[src/rtl/fir_pkg.sv]
// Shared constants and sample types for the FIR post-processing chain.
package fir_pkg;

    localparam int FIR_DATA_W_IN  = 32;
    localparam int FIR_DATA_W_OUT = 16;

    // Saturation limits for the default output width.
    localparam int OUT_MAX = (1 << (FIR_DATA_W_OUT - 1)) - 1;
    localparam int OUT_MIN = -(1 << (FIR_DATA_W_OUT - 1));

    typedef logic signed [FIR_DATA_W_IN-1:0]  sample_in_t;
    typedef logic signed [FIR_DATA_W_OUT-1:0] sample_out_t;

endpackage

[src/rtl/fir_sync_fifo.sv]
// Show-ahead synchronous FIFO. A write while full is accepted only when a
// pop happens in the same cycle; otherwise the caller sees it dropped.
module fir_sync_fifo #(
    parameter int WIDTH = 16,
    parameter int DEPTH = 4
) (
    input  logic             clk,
    input  logic             reset,
    input  logic             wr_en,
    input  logic [WIDTH-1:0] wr_data,
    output logic             full,
    input  logic             rd_en,
    output logic [WIDTH-1:0] rd_data,
    output logic             empty
);

    localparam int AW = $clog2(DEPTH);
    localparam logic [AW-1:0] PTR_ONE  = 1;
    localparam logic [AW:0]   CNT_ONE  = 1;
    localparam logic [AW:0]   CNT_FULL = (AW + 1)'(DEPTH);

    logic [WIDTH-1:0] mem [DEPTH];
    logic [AW-1:0]    wr_ptr;
    logic [AW-1:0]    rd_ptr;
    logic [AW:0]      count;
    logic             do_wr;
    logic             do_rd;

    assign empty   = (count == '0);
    assign full    = (count == CNT_FULL);
    assign do_rd   = rd_en && !empty;
    assign do_wr   = wr_en && (!full || do_rd);
    assign rd_data = mem[rd_ptr];

    // Storage array; contents need no reset since empty masks them.
    always_ff @(posedge clk) begin
        if (do_wr) begin
            mem[wr_ptr] <= wr_data;
        end
    end

    // Pointers wrap naturally at the power-of-two depth; count tracks occupancy.
    always_ff @(posedge clk or negedge reset) begin
        if (!reset) begin
            wr_ptr <= '0;
            rd_ptr <= '0;
            count  <= '0;
        end else begin
            if (do_wr) wr_ptr <= wr_ptr + PTR_ONE;
            if (do_rd) rd_ptr <= rd_ptr + PTR_ONE;
            case ({do_wr, do_rd})
                2'b10:   count <= count + CNT_ONE;
                2'b01:   count <= count - CNT_ONE;
                default: count <= count;
            endcase
        end
    end

endmodule

[src/rtl/fir_requant_decim.sv]
// Decimate the FIR output stream, round-shift and saturate kept samples,
// and buffer them for a valid/ready consumer.
// Optional macro FIR_REQUANT_STATS_EN adds a 16-bit saturation counter port.
module fir_requant_decim
    import fir_pkg::*;
#(
    parameter int DATA_W_IN  = FIR_DATA_W_IN,
    parameter int DATA_W_OUT = FIR_DATA_W_OUT,
    parameter int SHIFT      = 6,
    parameter int DECIM      = 4,
    parameter int FIFO_DEPTH = 4
) (
    input  logic                  clk,
    input  logic                  reset,
    input  logic [DATA_W_IN-1:0]  in_data,
    input  logic                  in_valid,
    output logic [DATA_W_OUT-1:0] out_data,
    output logic                  out_valid,
    input  logic                  out_ready,
    output logic                  overflow,
`ifdef FIR_REQUANT_STATS_EN
    output logic [15:0]           sat_count,
`endif
    input  logic                  clr_ovf
);

    localparam int PH_W = (DECIM > 1) ? $clog2(DECIM) : 1;
    localparam logic [PH_W-1:0] PH_LAST = PH_W'(DECIM - 1);
    localparam logic [PH_W-1:0] PH_ONE  = 1;

    // Half-LSB rounding constant; zero when no shift is applied.
    localparam logic signed [DATA_W_IN:0] RND =
        (SHIFT > 0) ? (DATA_W_IN + 1)'(1 << (SHIFT > 0 ? SHIFT - 1 : 0)) : '0;
    localparam logic signed [DATA_W_IN:0] SAT_HI =
        {{(DATA_W_IN - DATA_W_OUT + 2){1'b0}}, {(DATA_W_OUT - 1){1'b1}}};
    localparam logic signed [DATA_W_IN:0] SAT_LO =
        {{(DATA_W_IN - DATA_W_OUT + 2){1'b1}}, {(DATA_W_OUT - 1){1'b0}}};

    logic [PH_W-1:0]              phase;
    logic                         keep;
    logic signed [DATA_W_IN:0]    in_ext;
    logic signed [DATA_W_IN:0]    sum_rnd;
    logic signed [DATA_W_IN:0]    rounded;
    logic signed [DATA_W_IN:0]    r1;
    logic                         v1;
    logic                         clip_hi;
    logic                         clip_lo;
    logic [DATA_W_OUT-1:0]        sat_val;
    logic [DATA_W_OUT-1:0]        r2;
    logic                         v2;
    logic                         fifo_full;
    logic                         fifo_empty;
    logic [DATA_W_OUT-1:0]        fifo_rd;
    logic                         pop;
    logic                         drop;
    logic [DATA_W_OUT-1:0]        hold;

    assign keep = in_valid && (phase == '0);

    // Phase counter advances on valid input only and wraps at DECIM-1.
    always_ff @(posedge clk or negedge reset) begin
        if (!reset) begin
            phase <= '0;
        end else if (in_valid) begin
            phase <= (phase == PH_LAST) ? '0 : phase + PH_ONE;
        end
    end

    // Round half-up then arithmetic shift, one bit wider so the add cannot wrap.
    always_comb begin
        in_ext  = {in_data[DATA_W_IN-1], in_data};
        sum_rnd = in_ext + RND;
        rounded = sum_rnd >>> SHIFT;
    end

    // Clamp the rounded value to the signed output range.
    always_comb begin
        clip_hi = (r1 > SAT_HI);
        clip_lo = (r1 < SAT_LO);
        if (clip_hi) begin
            sat_val = SAT_HI[DATA_W_OUT-1:0];
        end else if (clip_lo) begin
            sat_val = SAT_LO[DATA_W_OUT-1:0];
        end else begin
            sat_val = r1[DATA_W_OUT-1:0];
        end
    end

    // Two-stage pipeline: round/shift, then saturate.
    always_ff @(posedge clk or negedge reset) begin
        if (!reset) begin
            r1 <= '0;
            v1 <= 1'b0;
            r2 <= '0;
            v2 <= 1'b0;
        end else begin
            v1 <= keep;
            if (keep) r1 <= rounded;
            v2 <= v1;
            if (v1) r2 <= sat_val;
        end
    end

    assign pop  = out_ready && !fifo_empty;
    assign drop = v2 && fifo_full && !pop;

    fir_sync_fifo #(
        .WIDTH (DATA_W_OUT),
        .DEPTH (FIFO_DEPTH)
    ) u_fifo (
        .clk     (clk),
        .reset   (reset),
        .wr_en   (v2),
        .wr_data (r2),
        .full    (fifo_full),
        .rd_en   (pop),
        .rd_data (fifo_rd),
        .empty   (fifo_empty)
    );

    // Sticky overflow; a drop in the same cycle as a clear keeps it set.
    always_ff @(posedge clk or negedge reset) begin
        if (!reset) begin
            overflow <= 1'b0;
        end else if (drop) begin
            overflow <= 1'b1;
        end else if (clr_ovf) begin
            overflow <= 1'b0;
        end
    end

    // Remember the last popped value so out_data is stable while empty.
    always_ff @(posedge clk or negedge reset) begin
        if (!reset) begin
            hold <= '0;
        end else if (pop) begin
            hold <= fifo_rd;
        end
    end

    assign out_valid = !fifo_empty;
    assign out_data  = fifo_empty ? hold : fifo_rd;

`ifdef FIR_REQUANT_STATS_EN
    // Count clipped samples in either direction, sticking at all-ones.
    always_ff @(posedge clk or negedge reset) begin
        if (!reset) begin
            sat_count <= '0;
        end else if (clr_ovf) begin
            sat_count <= '0;
        end else if (v1 && (clip_hi || clip_lo) && (sat_count != 16'hFFFF)) begin
            sat_count <= sat_count + 16'd1;
        end
    end
`endif

endmodule

[config.mk]
export PLATFORM = sky130hd
export DESIGN_NAME = fir_requant_decim
export DESIGN_NICKNAME = d
export VERILOG_FILES = /design/src/rtl/fir_pkg.sv /design/src/rtl/fir_sync_fifo.sv /design/src/rtl/fir_requant_decim.sv
export SDC_FILE = /design/constraint.sdc
export NUM_CORES = 1
export LEC_CHECK = 0
export ABC_AREA = 0
export CORE_ASPECT_RATIO = 0.7
export CORE_MARGIN = 5
export CORE_UTILIZATION = 43
export DETAILED_ROUTE_END_ITERATION = 12
export PLACE_DENSITY_LB_ADDON = 0.2
export SYNTH_ARGS = -nofsm -noshare
export SYNTH_HDL_FRONTEND = slang
export SYNTH_SLANG_ARGS = --single-unit
[constraint.sdc]
create_clock -name clk -period 2.7 [get_ports clk]
set_clock_uncertainty 0.05 [all_clocks]
set_input_delay 0.405 -clock clk [delete_from_list [all_inputs] [get_ports clk]]
set_output_delay 0.405 -clock clk [all_outputs]
set_load 0.005 [all_outputs]
==> results.rst, run 1 <==
.. list-table::
   :header-rows: 1

   * - Metric
     - Value
   * - Warning count from the yosys run
     - 0
   * - Setup WS pre-CTS
     - between 0.08 and 0.09 ns
   * - Top cells by area, synth
     - sky130_fd_sc_hd__edfxtp_1 32%, sky130_fd_sc_hd__dfrtp_1 30%, sky130_fd_sc_hd__mux2_2 6.3%, sky130_fd_sc_hd__mux4_2 6.1%, sky130_fd_sc_hd__nand2_1 2.8%
   * - Setup repair after global routing missed its margin
     - no
   * - Antenna viol nets, final
     - 0
   * - Number of global-route vias before repair
     - 3690
   * - Cell type group with the largest total delay on the critical path
     - multiplexers
   * - Post-detailed-route via-to-cell ratio
     - around 5.2
   * - Antenna cell count
     - 0
   * - Maxcap violations
     - 0
   * - Post-Syn Area per Cell
     - 13.2 sq um
   * - Fraction of registers with async set/reset
     - 52.6%
   * - Simple-gate area share of the yosys netlist
     - approximately 12%
   * - Count of pins over their slew limit
     - 0
   * - Top cell type by total area after synthesis
     - sky130_fd_sc_hd__edfxtp_1
   * - Number of unique standard cell types used by synthesis
     - 35
   * - Adder and majority cell fraction of the synthesized area
     - 2.03%
   * - Sequential cell area fraction in the yosys report
     - 62.4%
   * - Run status
     - finished, final reports clean
   * - Core footprint
     - approximately 13000 sq um
   * - Clock tree buffer depth
     - 2
   * - Overall power of the completed layout
     - 8.02 mW
   * - Minimum period implied by the final worst setup slack
     - 2.56 ns
   * - Crit-path cells
     - buf_12 > mux4_2 > mux2_2 > dlygate4sd2_1
   * - Core Rows
     - 35
   * - Share of the core filled with cells in the final layout
     - 54.4%
   * - Sinks on Clock Net
     - roughly 140
   * - CTS hold repair buffers
     - 0
   * - Number of CTS-inserted buffers
     - 17
   * - Critical path's largest stage delay
     - 0.57 ns
   * - Compound-cell area share of the yosys netlist
     - between 6 and 7%
   * - Half-perimeter wire length after placement
     - roughly 7500 um
   * - Actual slew at the worst max-slew pin
     - 0.872 ns
   * - Initial antenna violation count
     - 0
   * - PwrDens
     - 1110 nW/um^2
   * - Register bit count reported by yosys
     - 135
   * - Fraction of layout instances using a drive strength above 1
     - roughly 18%
   * - Root Driver
     - sky130_fd_sc_hd__clkbuf_16
   * - Commonest non-fill, non-tap cell in the layout
     - sky130_fd_sc_hd__dfrtp_1
   * - Setup_tns
     - 0 ns
   * - Share of the synthesized netlist area taken by xor and xnor gates
     - between 2 and 3%
   * - Bufs and invs on worst path
     - 2
   * - Overall track demand over capacity in global routing
     - around 15%
   * - Data arrival at the endpoint of the critical path
     - about 2.1 ns
   * - Static leakage
     - 2.68 nW
   * - Die outline height
     - about 110 um
   * - Combined area of the multi-input logic cells
     - 2060 sq um
   * - TritonCTS clock tree
     - done
   * - Clock-pin slew on the worst setup and hold paths
     - 0.06 ns
   * - Largest net degree at the start of global routing
     - a little over 40
   * - Data required time at the worst endpoint
     - 2.25 ns
   * - Main combinational cell family by area after synthesis
     - multiplexers
   * - Minimum setup slack in the final design
     - about 0.14 ns
   * - Depth of the critical timing path with buffers and inverters included
     - 4
   * - Synthesized net count
     - about 490
   * - Startpoint type of the worst setup path
     - flop
   * - Total congestion overflow after global routing
     - 0
   * - Count of vias placed by the detailed router
     - 3640
   * - Slowest cell on the critical path
     - sky130_fd_sc_hd__mux4_2
   * - Area share of the largest cell type after synthesis
     - 32.4%
   * - Die X-Extent
     - 150 um
   * - Sequential cell area in the final layout
     - 3700 sq um
   * - Final-report hold violation count
     - 0
   * - Post-route DRC
     - 0
   * - Commonest cells after routing, fill and taps aside
     - 71 x sky130_fd_sc_hd__dfrtp_1, 64 x sky130_fd_sc_hd__edfxtp_1, 44 x sky130_fd_sc_hd__nand2_1
   * - Maximum vdd ir drop
     - 0.390 mV
   * - Synth Instances
     - approximately 450
   * - Num ports
     - 55
   * - Count of routing violations after the opening detailed-route iteration
     - 249
   * - Main synth FF type
     - sky130_fd_sc_hd__dfrtp_1
   * - H-tree level count
     - 4
   * - Relative area change from synthesis to final layout
     - 22.2%
   * - Count of input and output buffers
     - 49
   * - Effective utilization at floorplan
     - 44.5%
   * - Setup-violating endpoint count in the final report
     - 0
   * - Headroom to the max-slew limit
     - 41.9%
   * - Drt total wl
     - ~11000 um
   * - Worst Hold Slack
     - 0.0358 ns
   * - Post-synthesis mux area share
     - 12.5%
   * - Final-layout fill cell count
     - roughly 1100
   * - Crit Path Category
     - flop to output port
   * - Worst reg2reg path depth
     - 9
   * - Capturing element type of the critical path
     - output port
   * - DRT Pass-1 Iters
     - 4
   * - Maximum fanout along the worst path
     - 18
   * - Area of the mapped netlist
     - 5930 sq um
   * - Final period util
     - 94.9%
   * - Die area
     - 16300 sq um
   * - Routability cong.
     - 0.770
   * - WL per Instance
     - ~16 um
   * - Net count reported at finish
     - 547
   * - Global-route wire length before repair
     - 19200 um
   * - EDFF count, synth
     - 64
   * - Classification of the worst-slack hold path
     - input pin to asynchronous set/reset pin
   * - Post-CTS setup buffer count
     - 0
   * - Highest clock frequency the design can meet
     - ~390 MHz
   * - Insertion delay to the later sink of the worst-skew pair
     - between 0.4 and 0.5 ns
==> metal layers <==
metal	vias up	GRT usage, %	part of all wire, %
met2	82	22.2	42
li1	1775	-	-
met1	1763	22.4	51
met5	-	0	0
met3	20	3.39	4.4
met4	0	6.85	1.9
==> cells in the mapped netlist (4+ instances only) <==
master / count
sky130_fd_sc_hd__dfrtp_1: 71
sky130_fd_sc_hd__edfxtp_1: 64
sky130_fd_sc_hd__nand2_1: 44
sky130_fd_sc_hd__nor2_1: 35
sky130_fd_sc_hd__mux2_2: 33
sky130_fd_sc_hd__o21ai_0: 17
sky130_fd_sc_hd__mux4_2: 16
sky130_fd_sc_hd__a21oi_1: 15
sky130_fd_sc_hd__a31oi_1: 14
sky130_fd_sc_hd__clkbuf_1: 14
sky130_fd_sc_hd__o31ai_1: 14
sky130_fd_sc_hd__inv_1: 13
sky130_fd_sc_hd__or4_1: 12
sky130_fd_sc_hd__xnor2_1: 12
sky130_fd_sc_hd__nand3_1: 11
sky130_fd_sc_hd__ha_1: 8
sky130_fd_sc_hd__nand4_1: 8
sky130_fd_sc_hd__buf_2: 6
sky130_fd_sc_hd__and2_1: 5
sky130_fd_sc_hd__nor3_1: 5
sky130_fd_sc_hd__xor2_1: 5
sky130_fd_sc_hd__and4_1: 4
==> where the power goes <==
part,total (mW),switching (mW),internal (mW)
registers,3.36,0.435,2.93
logic,2.19,1.04,1.16
clock network,2.46,0.837,1.63
total,8.02,2.31,5.71
==> logic make-up after synthesis <==
| kind of cell | after synthesis |
|---|---|
| AOI/OAI and AO/OA | 61 |
| xor gates and xnor gates | 17 |
| adders and majority gates | 9 |
| buffers and inverters | 38 |
| DFF | 135 |
| muxes | 50 |
| and+or+nand+nor | 138 |
==> area by class of cell <==
type	instances	area share, %
Multi-Input combinational cell	275	28.5
Clock inverter	14	2.85
Clock buffer	18	5.93
Inverter	13	0.674
Timing Repair Buffer	59	7.81
Tap cell	185	3.20
Sequential cell	135	51.1
==> path summary, 6_finish.rpt <==
path | from | endpoint | slack, ns
worst min-delay path | reset | hold[8] | 0.04
min in group clk | r1[2] | r1[2] | 0.43
worst min register to register | r1[2] | r1[2] | 0.43
worst max-delay path | u_fifo.rd_ptr[0] | out_data[15] | 0.14
worst max register to register | u_fifo.count[0] | u_fifo.count[2] | 0.50
max in group asynchronous | reset | r1[3] | 1.86
==> worst reg2reg max path, cell delays in order, from the launching register on <==
cell,delay [ns]
sky130_fd_sc_hd__dfrtp_1,0.42
sky130_fd_sc_hd__nor4b_1,0.44
sky130_fd_sc_hd__nor2b_1,0.12
sky130_fd_sc_hd__inv_1,0.08
sky130_fd_sc_hd__ha_1,0.17
sky130_fd_sc_hd__inv_1,0.06
sky130_fd_sc_hd__fa_1,0.38
sky130_fd_sc_hd__xor2_1,0.15
sky130_fd_sc_hd__nor2_1,0.11
sky130_fd_sc_hd__xor2_1,0.14
==> state kept, by name, summed over array words and instances (netlist names) <==
| register | flops |
|---|---|
| hold | 16 |
| overflow | 1 |
| phase | 2 |
| r1 | 27 |
| r2 | 16 |
| u_fifo.count | 3 |
| u_fifo.mem | 64 |
| u_fifo.rd_ptr | 2 |
| u_fifo.wr_ptr | 2 |
| v1 | 1 |
| v2 | 1 |
==> stage by stage <==
stage | instance area (sq um) | instances
2_1_floorplan | 5930 | 448
3_3_place_gp | 6620 | 667
3_5_place_dp | 6620 | 667
4_1_cts | 7240 | 699
5_1_grt | 7240 | 699
6_report | 7240 | 699
==> what timing repair did <==
action	4_1_cts	5_1_grt
setup endpoints to repair	16	0
endpoints found under the hold margin	0	0
resized for setup	18	0
Power figures use the tool's default switching activity.
==> run 2: changes to the inputs <==
Settings changed: CORE_MARGIN 5 to not set.
==> run 2 against run 1 <==
Against the previous run: largest cell class unchanged; worst hold slack better by 0.39 ns; setup slack better by 0.015 ns; design area is 0.83% lower; sequential power hardly changed; register-to-register slack worse by 0.03 ns; via count is 0.41% higher; non-clock buffer count is 2 higher; maximum frequency is 0.59% higher; global-route usage is 1.7 points higher; power is 4.1% lower.
==> results.rst, run 2 (synthesis gave the netlist of run 1 again) <==
.. list-table::
   :header-rows: 1

   * - Metric
     - Value
   * - Run status
     - finished, final reports clean
   * - Relative area change from synthesis to final layout
     - 21.1%
   * - Largest net degree at the start of global routing
     - 47 (+15%)
   * - Core Rows
     - 35 (unchanged)
   * - Setup repair after global routing missed its margin
     - no
   * - Number of global-route vias before repair
     - 3593 (-2.6%)
   * - Number of flip-flops in the largest register
     - 64 (unchanged)
   * - Most Crowded Layer GR
     - met1
   * - Portion of total power attributed to the clock network
     - 28.2% (-2.5 points)
   * - Reg2reg end
     - u_fifo.count[2]
   * - Actual slew at the worst max-slew pin
     - 0.831 ns (-0.0408 ns)
   * - Die outline height
     - 100 um (-7.4%)
   * - Routability cong.
     - 0.765 (-0.67%)
   * - Commonest cells after routing, fill and taps aside
     - 71 x sky130_fd_sc_hd__dfrtp_1, 64 x sky130_fd_sc_hd__edfxtp_1, 44 x sky130_fd_sc_hd__nand2_1
   * - Commonest non-fill, non-tap cell in the layout
     - sky130_fd_sc_hd__dfrtp_1
   * - Number of CTS-inserted buffers
     - 17 (unchanged)
   * - Power share of the sequential group
     - 43.6% (+1.7 points)
   * - Die area
     - 14300 sq um (-12%)
   * - Minimum period implied by the final worst setup slack
     - 2.55 ns (-0.0150 ns)
   * - Antenna viol nets, final
     - 0 (unchanged)
   * - Worst reg2reg path depth
     - 9 (unchanged)
   * - Critical path capture point
     - out_data[7]
   * - Maxcap violations
     - 0 (unchanged)
   * - Worst reg2reg path startpoint
     - u_fifo.count[0]
   * - Antenna cell count
     - 0 (unchanged)
   * - WL per Instance
     - 15.4 um (-3.9%)
   * - Drt total wl
     - 10800 um (-3.7%)
   * - Count of routing violations after the opening detailed-route iteration
     - 188 (-24%)
   * - Sinks on Clock Net
     - 135 (unchanged)
   * - Combinational power share
     - 28.2% (+0.9 points)
   * - Highest clock frequency the design can meet
     - 392 MHz (+0.59%)
   * - H-tree level count
     - 4 (unchanged)
   * - Launch point of the critical path
     - u_fifo.rd_ptr[0]
   * - Setup_tns
     - 0 ns (unchanged)
   * - Overall track demand over capacity in global routing
     - 17.1% (+1.7 points)
   * - Post-CTS setup buffer count
     - 0 (unchanged)
   * - Static leakage
     - 2.66 nW (-0.57%)
   * - Final-layout fill cell count
     - 1147 (-0.17%)
   * - Data arrival at the endpoint of the critical path
     - 2.09 ns (-0.02 ns)
   * - Data required time at the worst endpoint
     - 2.25 ns (about the same)
   * - Critical path's largest stage delay
     - 0.56 ns (about the same)
   * - Classification of the worst-slack hold path
     - flop to flop
   * - Fraction of layout instances using a drive strength above 1
     - 17.6% (-0.46 points)
   * - Startpoint type of the worst setup path
     - flop
   * - Met2 usage
     - 24.7% (+2.5 points)
   * - Die X-Extent
     - 142 um (-5.3%)
   * - Maximum vdd ir drop
     - 0.407 mV (+4.5%)
   * - Count of pins over their slew limit
     - 0 (unchanged)
   * - Net switching share of the total power
     - 29.1% (+0.35 points)
   * - Share of the core filled with cells in the final layout
     - 54.0% (-0.45 points)
   * - Final-report hold violation count
     - 0 (unchanged)
   * - Post-detailed-route via-to-cell ratio
     - 5.21 (+0.13%)
   * - Net Switching
     - 2.24 mW (-2.9%)
   * - Insertion delay to the later sink of the worst-skew pair
     - 0.40 ns (about the same)
   * - Clock-pin slew on the worst setup and hold paths
     - 0.05 ns (about the same)
   * - Final period util
     - 94.4% (-0.56 points)
   * - Count of vias placed by the detailed router
     - 3655 (+0.41%)
   * - Count of input and output buffers
     - 49 (unchanged)
   * - Hold path startpoint
     - r1[0]
   * - Root Driver
     - sky130_fd_sc_hd__clkbuf_16
   * - Met1 global-route usage
     - 24.8% (+2.4 points)
   * - Capturing element type of the critical path
     - output port
   * - Crit Path Category
     - flop to output port
   * - DRT Pass-1 Iters
     - 5 (+1)
   * - TritonCTS clock tree
     - done
   * - Net count reported at finish
     - 549 (+0.37%)
   * - Initial antenna violation count
     - 0 (unchanged)
   * - Post-route DRC
     - 0 (unchanged)
   * - Depth of the worst hold-timing path
     - 2
   * - Headroom to the max-slew limit
     - 44.6% (+2.7 points)
   * - Total congestion overflow after global routing
     - 0 (unchanged)
   * - Effective utilization at floorplan
     - 44.5% (unchanged)
   * - Clock tree buffer depth
     - 2 (unchanged)
   * - Worst-case register-to-register setup slack
     - 0.47 ns (-0.03 ns)
   * - Global-route wire length before repair
     - 18300 um (-4.7%)
   * - Largest registers
     - u_fifo.mem: 64 flops, r1: 27 flops
   * - Core footprint
     - 13300 sq um (unchanged)
   * - Largest register by flop count
     - u_fifo.mem
   * - Num ports
     - 55 (unchanged)
   * - Crit-path cells
     - buf_12 > mux4_2 > mux2_2 > dlygate4sd2_1
   * - Maximum fanout along the worst path
     - 18 (unchanged)
   * - PwrDens
     - 1070 nW/um^2 (-3.3%)
   * - Slowest cell on the critical path
     - sky130_fd_sc_hd__mux4_2
   * - Half-perimeter wire length after placement
     - 7220 um (-4.0%)
   * - Global routing met3 resource utilization
     - 4.68% (+1.3 points)
   * - Setup-violating endpoint count in the final report
     - 0 (unchanged)
   * - Internal
     - 5.45 mW (-4.5%)
-- run 2: worst max-delay path, delay by kind of cell, from the launching register on --
family	cells	cell delay [ns]
DFF	1	0.37
muxes	2	0.85
buffers and inverters	2	0.46
-- run 2: final cells by class --
class	instances	area [sq um]	area share, %
timing repair buffer	61	583	8.12
sequential	135	3700	51.5
clock inverter	10	104	1.45
clock buffer	22	454	6.32
multi-input combinational	275	2060	28.7
inverter	13	48.8	0.679
tap	185	231	3.22
-- run 2: power by group through the flow --
stage / Combinational (mW) / Clock [mW] / Sequential (mW)
6_report: 2.17 / 2.17 / 3.36
5_1_grt: 2.45 / 2.31 / 3.45
4_1_cts: 2.22 / 2.22 / 3.36
3_5_place_dp: 2.33 / 0 / 3.39
3_3_place_gp: 2.29 / 0 / 3.35
2_1_floorplan: 1.53 / 0 / 3.22
-- run 2: worst min path at each step --
| stage | to | slack, ns |
|---|---|---|
| 4_1_cts | r1[0] | 0.43 |
| 6_report | r1[0] | 0.43 |
| 3_5_place_dp | r1[0] | 0.42 |
| 2_1_floorplan | hold[0] | 0.06 |
| 5_1_grt | r1[0] | 0.45 |
| 3_3_place_gp | u_fifo.count[2] | 0.41 |
-- run 2: what timing repair did --
action	4_1_cts	5_1_grt
endpoints found under the hold margin	3	0
hold buffers	1	0
resized for setup	17	0
setup endpoints to repair	16	0
-- run 2: metal layers --
layer	routed length, um	vias up
met5	0	-
met4	84	0
met3	505	8
met1	5570	1771
li1	-	1774
met2	4650	102
-- run 2: stage by stage --
step / hold slack [ns] / power [mW] / area (sq um) / instances / setup WS, ns
after floorplan: 0.0594 / 4.76 / 5930 / 448 / 0.353
after global placement: 0.412 / 5.63 / 6630 / 668 / 0.130
final: 0.425 / 7.69 / 7180 / 701 / 0.152
after detailed placement: 0.416 / 5.72 / 6630 / 668 / 0.0623
after global routing: 0.453 / 8.21 / 7180 / 701 / 0.0690
after CTS: 0.434 / 7.80 / 7180 / 701 / 0.112
